[config.mk]
export PLATFORM = sky130hd
export DESIGN_NAME = axi3_uncached_wbuf
export DESIGN_NICKNAME = d
export VERILOG_FILES = /design/src/rtl/axi3_uncached_wbuf_pkg.sv /design/src/rtl/axi3_uncached_wbuf_sync_fifo.sv /design/src/rtl/axi3_uncached_wbuf.sv
export SDC_FILE = /design/constraint.sdc
export NUM_CORES = 1
export LEC_CHECK = 0
export BUFFER_PORTS_ARGS = -buffer_cell sky130_fd_sc_hd__buf_2
export CORE_MARGIN = 3
export CORE_UTILIZATION = 27
export CTS_CLUSTER_SIZE = 16
export DETAILED_ROUTE_END_ITERATION = 6
export GPL_ROUTABILITY_DRIVEN = 0
export PLACE_DENSITY = 0.51
export SLEW_MARGIN = 10
export SYNTH_ARGS = -nofsm -noshare
export SYNTH_HDL_FRONTEND = slang
export SYNTH_SLANG_ARGS = --single-unit
[constraint.sdc]
create_clock -name clk -period 6.6 [get_ports clk]
set_input_delay 0.33 -clock clk [delete_from_list [all_inputs] [get_ports clk]]
set_output_delay 0.33 -clock clk [all_outputs]
set_load 0.1 [all_outputs]
[src/rtl/axi3_uncached_wbuf_pkg.sv]
// ============================================================================
// axi3_uncached_wbuf_pkg : shared types and AXI3 constants for the uncached
//                          posted-write buffer.
// Revision: 1.0
// ============================================================================
`default_nettype none

package axi3_uncached_wbuf_pkg;

    typedef logic [31:0] phys_t;
    typedef logic [31:0] uint32_t;

    typedef struct packed {
        phys_t       addr;
        logic [3:0]  be;
        uint32_t     data;
    } wbuf_entry_t;

    localparam logic [1:0] AXI_BURST_INCR = 2'b01;
    localparam logic [2:0] AXI_SIZE_4B    = 3'b010;
    localparam logic [1:0] AXI_RESP_OKAY  = 2'b00;

    typedef struct packed {
        logic        awvalid;
        phys_t       awaddr;
        logic [3:0]  awlen;
        logic [2:0]  awsize;
        logic [1:0]  awburst;
        logic [1:0]  awlock;
        logic [3:0]  awcache;
        logic [2:0]  awprot;
        logic        wvalid;
        uint32_t     wdata;
        logic [3:0]  wstrb;
        logic        wlast;
        logic        bready;
    } axi3_wr_req_t;

    typedef struct packed {
        logic        awready;
        logic        wready;
        logic        bvalid;
        logic [1:0]  bresp;
    } axi3_wr_resp_t;

endpackage

`default_nettype wire

[src/rtl/axi3_uncached_wbuf_sync_fifo.sv]
// ============================================================================
// sync_fifo : pointer-based FIFO exposing per-entry valid bits and raw storage
//             so the parent can search every queued entry.
// Revision: 1.0
// ============================================================================
`default_nettype none

module sync_fifo #(
    parameter int  DEPTH = 8,
    parameter type T     = logic [31:0]
) (
    input  logic             clk,
    input  logic             rst_n,
    input  logic             i_push,
    input  T                 i_data,
    input  logic             i_pop,
    output T                 o_head,
    output logic             o_full,
    output logic             o_empty,
    output logic [DEPTH-1:0] o_valid,
    output T                 o_mem [DEPTH]
);

    localparam int AW = $clog2(DEPTH);

    T              r_mem [DEPTH];
    logic [AW:0]   r_wr_ptr;
    logic [AW:0]   r_rd_ptr;
    logic [AW:0]   w_count;

    assign w_count = r_wr_ptr - r_rd_ptr;
    assign o_empty = (r_wr_ptr == r_rd_ptr);
    assign o_full  = (r_wr_ptr[AW] != r_rd_ptr[AW]) &&
                     (r_wr_ptr[AW-1:0] == r_rd_ptr[AW-1:0]);
    assign o_head  = r_mem[r_rd_ptr[AW-1:0]];
    assign o_mem   = r_mem;

    always_ff @(posedge clk or negedge rst_n) begin
        if (!rst_n) begin
            r_wr_ptr <= '0;
            r_rd_ptr <= '0;
        end else begin
            if (i_push && !o_full)
                r_wr_ptr <= r_wr_ptr + (AW+1)'(1);
            if (i_pop && !o_empty)
                r_rd_ptr <= r_rd_ptr + (AW+1)'(1);
        end
    end

    always_ff @(posedge clk) begin
        if (i_push && !o_full)
            r_mem[r_wr_ptr[AW-1:0]] <= i_data;
    end

    // An entry is live when its distance from the read pointer is below the count.
    for (genvar gi = 0; gi < DEPTH; gi++) begin : g_valid
        logic [AW-1:0] w_off;
        assign w_off       = AW'(gi) - r_rd_ptr[AW-1:0];
        assign o_valid[gi] = ({1'b0, w_off} < w_count);
    end

endmodule

`default_nettype wire

[src/rtl/axi3_uncached_wbuf.sv]
// ============================================================================
// axi3_uncached_wbuf : posted-write buffer for uncached stores, drained in
//                      order as single-beat AXI3 writes with bounded B credit.
// Revision: 1.0
// ============================================================================
`default_nettype none

module axi3_uncached_wbuf
    import axi3_uncached_wbuf_pkg::*;
#(
    parameter int DEPTH           = 8,
    parameter int ID_WIDTH        = 4,
    parameter int AXI_ID          = 1,
    parameter int MAX_OUTSTANDING = 2
) (
    input  logic                clk,
    input  logic                rst_n,
    input  logic                i_push_valid,
    output logic                o_push_ready,
    input  phys_t               i_push_addr,
    input  logic [3:0]          i_push_be,
    input  uint32_t             i_push_data,
    input  phys_t               i_query_addr,
    output logic                o_query_hit,
    output logic                o_drained,
    output logic                o_bus_err,
    output axi3_wr_req_t        o_axi3_wr_req,
    input  axi3_wr_resp_t       i_axi3_wr_resp,
    output logic [ID_WIDTH-1:0] o_awid,
    output logic [ID_WIDTH-1:0] o_wid,
    input  logic [ID_WIDTH-1:0] i_bid
);

    localparam int OW = $clog2(MAX_OUTSTANDING + 1);

    wbuf_entry_t      w_push_entry;
    wbuf_entry_t      w_head;
    wbuf_entry_t      w_mem [DEPTH];
    logic [DEPTH-1:0] w_valid;
    logic             w_full;
    logic             w_empty;
    logic             w_push;
    logic             w_pop;
    logic             w_can_start;
    logic             w_awvalid;
    logic             w_wvalid;
    logic             w_aw_cplt;
    logic             w_w_cplt;
    logic             w_b_hs;
    logic             w_hit;
    logic             w_unused_par;

    logic             r_aw_done;
    logic             r_w_done;
    logic [OW-1:0]    r_out_cnt;
    logic             r_bus_err;

    assign w_push_entry = {i_push_addr, i_push_be, i_push_data};
    assign w_push       = i_push_valid && !w_full;

    sync_fifo #(
        .DEPTH (DEPTH),
        .T     (wbuf_entry_t)
    ) u_fifo (
        .clk     (clk),
        .rst_n   (rst_n),
        .i_push  (w_push),
        .i_data  (w_push_entry),
        .i_pop   (w_pop),
        .o_head  (w_head),
        .o_full  (w_full),
        .o_empty (w_empty),
        .o_valid (w_valid),
        .o_mem   (w_mem)
    );

    // A head that already has one channel done must finish even at the credit limit.
    assign w_can_start = !w_empty && (r_out_cnt < OW'(MAX_OUTSTANDING));
    assign w_awvalid   = !w_empty && !r_aw_done && (w_can_start || r_w_done);
    assign w_wvalid    = !w_empty && !r_w_done  && (w_can_start || r_aw_done);
    assign w_aw_cplt   = r_aw_done || (w_awvalid && i_axi3_wr_resp.awready);
    assign w_w_cplt    = r_w_done  || (w_wvalid  && i_axi3_wr_resp.wready);
    assign w_pop       = !w_empty && w_aw_cplt && w_w_cplt;
    assign w_b_hs      = i_axi3_wr_resp.bvalid;

    assign o_axi3_wr_req.awvalid = w_awvalid;
    assign o_axi3_wr_req.awaddr  = w_head.addr;
    assign o_axi3_wr_req.awlen   = 4'd0;
    assign o_axi3_wr_req.awsize  = AXI_SIZE_4B;
    assign o_axi3_wr_req.awburst = AXI_BURST_INCR;
    assign o_axi3_wr_req.awlock  = 2'b00;
    assign o_axi3_wr_req.awcache = 4'b0000;
    assign o_axi3_wr_req.awprot  = 3'b000;
    assign o_axi3_wr_req.wvalid  = w_wvalid;
    assign o_axi3_wr_req.wdata   = w_head.data;
    assign o_axi3_wr_req.wstrb   = w_head.be;
    assign o_axi3_wr_req.wlast   = 1'b1;
    assign o_axi3_wr_req.bready  = 1'b1;

    assign o_awid       = ID_WIDTH'(AXI_ID);
    assign o_wid        = ID_WIDTH'(AXI_ID);
    assign o_push_ready = !w_full;
    assign o_drained    = w_empty && (r_out_cnt == '0);
    assign o_bus_err    = r_bus_err;
    assign o_query_hit  = w_hit;

    always_ff @(posedge clk or negedge rst_n) begin
        if (!rst_n) begin
            r_aw_done <= 1'b0;
            r_w_done  <= 1'b0;
            r_out_cnt <= '0;
            r_bus_err <= 1'b0;
        end else begin
            r_aw_done <= w_pop ? 1'b0 : w_aw_cplt;
            r_w_done  <= w_pop ? 1'b0 : w_w_cplt;
            case ({w_pop, w_b_hs})
                2'b10:   r_out_cnt <= r_out_cnt + OW'(1);
                2'b01:   if (r_out_cnt != '0) r_out_cnt <= r_out_cnt - OW'(1);
                default: r_out_cnt <= r_out_cnt;
            endcase
            if (w_b_hs && (i_axi3_wr_resp.bresp != AXI_RESP_OKAY))
                r_bus_err <= 1'b1;
        end
    end

    // Word-granular match; byte enables are deliberately ignored so a hit is conservative.
    always_comb begin
        w_hit        = 1'b0;
        w_unused_par = (^i_bid) ^ (^i_query_addr[1:0]);
        for (int i = 0; i < DEPTH; i++) begin
            if (w_valid[i] && (w_mem[i].addr[31:2] == i_query_addr[31:2]))
                w_hit = 1'b1;
            w_unused_par = w_unused_par ^ (^w_mem[i]);
        end
    end

endmodule

`default_nettype wire

; ---- Word-level counts from Yosys, hierarchy flattened
; Cells that the tools add are included.
[word_totals]
output_inout_bits = 102
wordCells = 126
input_bits = 112
regBits = 557
[classes]
n_lt_le_gt_ge = 12
muxes = 18
eq_ne = 14
reduce_logical = 37
addsub = 13
bitwise_logic = 2
[op_table]
columns = cell, n
row1 = bitwise mux 544 bit, 1
row2 = == test 30 bit, 8
row3 = binary-select mux 68 bit (select 3 bit), 1
row4 = demux 68 bit (select 3 bit), 1
row5 = 2-to-1 mux 68 bit, 3
row6 = less-than comparator 3 x 4 -> 1 bit, 8
row7 = logical AND 1 bit, 24
row8 = subtractor 3 bit (first input constant), 4
row9 = 2-to-1 mux 1 bit, 10
row10 = adder 4 x 1 -> 4 bit (second input constant), 2
row11 = >= comparator 4 bit (second input constant), 2
row12 = NOT 3 -> 4 bit, 2
row13 = nonzero test 2 bit, 3
row14 = subtractor 1 x 3 -> 3 bit (first input constant), 2
row15 = subtractor 2 x 3 -> 3 bit (first input constant), 2
row16 = == test 4 bit, 1
row17 = zero test 1 bit, 4
row18 = logical OR 1 bit, 4
row19 = less-than comparator 4 x 1 -> 1 bit (second input constant), 1
row20 = one-hot mux 2 bit (2 select lines), 1
row21 = subtractor 4 bit, 1
row22 = == test 3 bit, 1
row23 = adder 2 x 1 -> 2 bit (second input constant), 1
row24 = == test 2 x 1 -> 1 bit (second input constant), 1
row25 = 8 further kinds, 8

; ---- Depth between registers and ports, before layout
[logic_depth]
word_depth = 12
ltp_mapped = 12
ltp_nobuf = 9

; ---- Hierarchy
; A second synthesis with hierarchy kept.
[unflattened]
hier_cells = 1443
area_unflattened_um2 = 24737.5
[by_module_without_submodules]
columns = module, seq_area_each_um2, cells_per_inst, instances, area_per_inst_um2
row1 = sync_fifo, 16535.9, 1022, 1, 21259.1
row2 = axi3_uncached_wbuf, 125.1, 421, 1, 3478.3

; ---- Worst setup path before layout
; OpenSTA, ideal clock, no wires.
[synth_timing]
path_kind = reg-to-reg
start = reg u_fifo.r_rd_ptr[1]
end = reg u_fifo.r_mem (netlist bit u_fifo.o_mem[476]), enable pin
required_ns = 6.023
path_buffers = 2
setup_slack_ns = -1.493
path_stages_with_launch = 9
arrival_time_ns = 7.516
synth_period_minus_slack_ns = 8.093
setup_time_ns = 0.577
cell_sequence = dfrtp_1 -> clkbuf_1 -> clkbuf_1 -> inv_1 -> ha_1 -> nand3_1 -> nand2b_1 -> nand3_1 -> nor3_1
[synth_via]
elab_chain_len = 5
[synth_rtl]
columns = element, line
row1 = from (decl), axi3_uncached_wbuf_sync_fifo.sv:28  ; logic [AW:0] r_rd_ptr;
row2 = from (signal assigned), axi3_uncached_wbuf_sync_fifo.sv:46  ; r_rd_ptr <= r_rd_ptr + (AW+1)'(1);
row3 = == test 3 bit *, axi3_uncached_wbuf_sync_fifo.sv:34  ; (r_wr_ptr[AW-1:0] == r_rd_ptr[AW-1:0]);
row4 = logical AND 1 bit *, axi3_uncached_wbuf_sync_fifo.sv:33  ; assign o_full = (r_wr_ptr[AW] != r_rd_ptr[AW]) &&
row5 = zero test 1 bit *, -
row6 = named net o_push_ready, axi3_uncached_wbuf.sv:19  ; output logic o_push_ready,
row7 = logical AND 1 bit, axi3_uncached_wbuf.sv:59  ; assign w_push = i_push_valid && !w_full;
row8 = logical AND 1 bit *, axi3_uncached_wbuf_sync_fifo.sv:51  ; if (i_push && !o_full)
row9 = "to (signal, indexed assignment)", axi3_uncached_wbuf_sync_fifo.sv:52  ; r_mem[r_wr_ptr[AW-1:0]] <= i_data;
row10 = to (decl), axi3_uncached_wbuf_sync_fifo.sv:26  ; T r_mem [DEPTH];
; The timed path passes the listed nets; every way through them passes the cells marked *.
; A chain may end at the register's enable or synchronous reset.

; ---- Worst setup path in the final report
[layout_timing]
start = reg u_fifo.r_rd_ptr[1]
end = out o_query_hit
[layout_via]
elab_chain_len = 11
elab_cells_between_ends = 33
classes_between = add/sub: 9 / order compare: 8 / mux: 8 / reduce/logical: 8
[layout_rtl]
columns = element, line
row1 = subtractor 4 bit or subtractor 1 x 3 -> 3 bit (tied branches), "axi3_uncached_wbuf_sync_fifo.sv:31, axi3_uncached_wbuf_sync_fifo.sv:58"
row2 = less-than comparator 3 x 4 -> 1 bit, axi3_uncached_wbuf_sync_fifo.sv:59  ; assign o_valid[gi] = ({1'b0, w_off} < w_count);
row3 = logical AND 1 bit, axi3_uncached_wbuf.sv:131  ; if (w_valid[i] && (w_mem[i].addr[31:2] == i_query_addr[31:2]))
row4 = 2-to-1 mux 1 bit (7 in series), axi3_uncached_wbuf.sv:131
row5 = 2-to-1 mux 1 bit *, axi3_uncached_wbuf.sv:131
row6 = to (decl), axi3_uncached_wbuf.sv:24  ; output logic o_query_hit,
; Every way passes the cells marked *; elsewhere a longest branch is shown, timed or not.

==> impl_metrics.csv <==
group,metric,value,unit
pwr,irDropWorstVdd,500,uV
place,dp_hpwl,46400,um
route,wl_per_cell,24.3,um
final_layout,drive_gt1_frac,0.251,
global_routing,grt_pass1_vias,13811,
clock_network,cts-htree-levels,2,
clock_network,clkTransAtPathRegs,0.06,ns
setup_path,endpoint_kind,"output pin",
die,dieArea,94000,um2
yosys,synthTopCellsByArea,"edfxtp_1 67%, mux4_2 13%, xor2_1 5.2%",
final_layout,final_core_util,0.327,
pwr,p_per_area,502,nW/um2
final_layout,fin_nets,1813,
place,dpl_cell_area,26600,um2
yosys,yosysTopAreaCell,"edfxtp_1",
clock_network,cts_tree,"yes",
pwr,clkPwrFrac,0.217,
pwr,seqPwrFrac,0.333,
global_routing,overflow,0,
clock_network,numCtsBuffers,60,
clock_network,root_buffer,"clkbuf_16",
sta,fin_tns_setup,0,ns
die,io_pins,214,
setup_path,start_kind,"flop",
yosys,yosys.area.top_type_share,0.669,
yosys,yosysWarnings,0,
global_routing,grtUsageTotal,0.148,
yosys,synth_seq_cells,557,
final_layout,stdcell_area,29200,um2
sta,post-route-min-period,4.76,ns
clock_network,cts_resized,0,
die,die_x,307,um
pwr,power_switching_share,0.459,
die,start_util,0.274,
sta,post-route-period-util,0.721,
clock_network,clock_sinks,557,
place,port_buffers,179,
sta,drv_slew,0,
sta,rsz0062_at_grt,"false",
route,drtPass1Iterations,4,
sta,max_freq,210,MHz
sta,skew,0.0142,ns
route,final_antenna_net_count,0,
setup_path,critical_path_class,"flop to output pin",
route,viasPerCell,4.61,
yosys,synth_enable_flop_cells,544,
route,drt-initial-drc-count,1226,
setup_path,required,6.27,ns
clock_network,cts.path.max_buffers,3,
route,vias,13402,
yosys,yosysUniqueCellTypes,39,
final_layout,syn2layout_area_growth,19.5,%
place,dpl.cell_count,2723,
pwr,p_sw,6.72,mW
yosys,syn_area,24400,um2
min_path,hold_class,"input pin to flop",
pwr,intPower,7.92,mW
job,maxCapViolations,0,
die,core-area,89100,um2
yosys,ys_seq_area_frac,0.683,
yosys,synthArstFlopShare,0.0233,
setup_path,critPathMaxFanout,50,
yosys,synth_most_common_cell,"edfxtp_1",
final_layout,final_cells,2907,
yosys,ys.flop_type,"edfxtp_1",
sta,hold_viol_final,0,
setup_path,cp.arrival,4.43,ns
die,die_y,307,um
die,num_rows,109,
global_routing,grt_pass1_wl,101000,um
sta,slew-limit-headroom,0.312,
sta,setup_viol,0,
yosys,syn-instance-count,1440,
pwr,comb_power_share,0.450,
global_routing,grt_antenna_before_repair,14,
global_routing,grt_start_max_net_pins,69,
route,drc,0,
pwr,p_leak,9.82,nW
clock_network,clock_latency,0.63,ns
status,status,"finished clean",
yosys,yosys-top-cells-count,"544 x edfxtp_1, 219 x nand2_1, 145 x xor2_1",
route,wirelength,70600,um
sta,worst_slew_pin_slew,1.03,ns
yosys,synth.avg_cell_area,16.9,um2
==> power groups by stage <==
stage / sequential [mW] / combinational [mW] / clock [mW]
after floorplan: 4.77 / 5.26 / 0
after global placement: 4.93 / 6.69 / 0
after detailed placement: 4.96 / 6.68 / 0
after CTS: 4.89 / 6.73 / 3.27
after global routing: 4.94 / 6.95 / 3.41
final: 4.87 / 6.59 / 3.18
==> placed cells by master (no fill, tap or decap), types with 2 or more instances in the layout <==
master         instances
nor3_1                 4
clkinvlp_4             3
nor3b_1                2
fa_1                   2
ha_1                   8
dfrtp_1               10
nor2_1                13
diode_2                4
nand4_1               29
clkbuf_16             60
nand3_1               11
inv_1                  7
maj3_1                 2
dfrtp_4                3
nor4_1                47
edfxtp_1             544
clkinv_16              2
a21oi_1                6
nor3_4                 2
nand2b_1               7
clkinv_1              11
buf_4                 15
conb_1                28
o21ai_0                8
xor2_1               145
buf_12                 5
nor2_4                 6
xnor2_1              105
nand2_1              219
clkinv_2              13
nor4_2                 2
bufinv_16              2
mux4_2               136
buf_2                179
clkbuf_1              14
dlygate4sd3_1         71
clkbuf_8               3
==> per-layer routing <==
metal  part of all wire  GRT usage  up-vias
met5            0.00096          0        -
met2               0.49      0.246      407
met4              0.019     0.0312       10
li1                   -          -     5934
met3              0.063     0.0322       87
met1               0.43      0.200     6964
==> through the flow <==
stage,hold slack [ns],power [mW],setup slack (ns)
3_5_place_dp,0.252,11.6,2.37
2_1_floorplan,0.0344,10.0,0.305
6_report,0.0589,14.6,1.84
4_1_cts,0.0169,14.9,1.72
3_3_place_gp,0.247,11.6,2.35
5_1_grt,0.0246,15.3,1.55
==> worst paths after layout <==
check,start,slack [ns],cells after the start,endpoint
worst max register to register,u_fifo.r_rd_ptr[2],2.48,8,u_fifo.o_mem[197]
worst max-delay path,u_fifo.r_rd_ptr[1],1.84,8,o_query_hit
worst min-delay path,i_push_addr[27],0.06,1,u_fifo.o_mem[63]
min in group asynchronous,rst_n,0.15,2,o_bus_err
worst min register to register,o_bus_err,0.47,1,o_bus_err
max in group asynchronous,rst_n,6.17,2,u_fifo.r_rd_ptr[0]
==> worst max-delay path, stage by stage (launching register included) <==
cell and delay, ns:
dfrtp_4 0.96, buf_4 0.75, fa_1 0.39, xor2_1 0.28, nor2_1 0.09, nor4_1 0.22, nor4_1 0.09, or4_1 0.64
buf_2 0.35
==> state kept, by name, summed over array words and instances, names as in the netlist <==
register	flops
u_fifo.r_wr_ptr	4
r_aw_done	1
o_bus_err	1
u_fifo.r_rd_ptr	4
r_w_done	1
r_out_cnt	2
u_fifo.o_mem	544
==> final cells by class <==
| cell class | instances | area [um2] |
|---|---|---|
| antenna | 4 | 10.0 |
| clock buffer | 77 | 1600 |
| clock inverter | 32 | 269 |
| fill | 8616 | 59900 |
| inverter | 8 | 31.3 |
| multi-input combinational | 794 | 7300 |
| sequential | 557 | 16700 |
| tap | 1165 | 1460 |
| timing repair buffer | 270 | 1820 |
==> timing repair <==
action,in CTS,in global routing
hold buffers,71,0
buffers inserted,0,0
endpoints found under the hold margin,545,0
endpoints found under the setup margin,0,0
==> cell families (layout without fill, tap and decap cells) <==
family	after synthesis	in the layout	synth area share
other	2	32	0.000308
adders and majority gates	12	12	0.00656
buffers and inverters	115	387	0.0249
DFF	557	557	0.683
AOI/OAI and AO/OA	19	19	0.00441
muxes	137	137	0.126
xor gates and xnor gates	251	251	0.0904
and+or+nand+nor	347	347	0.0648
(Power assumes the default switching activity.)
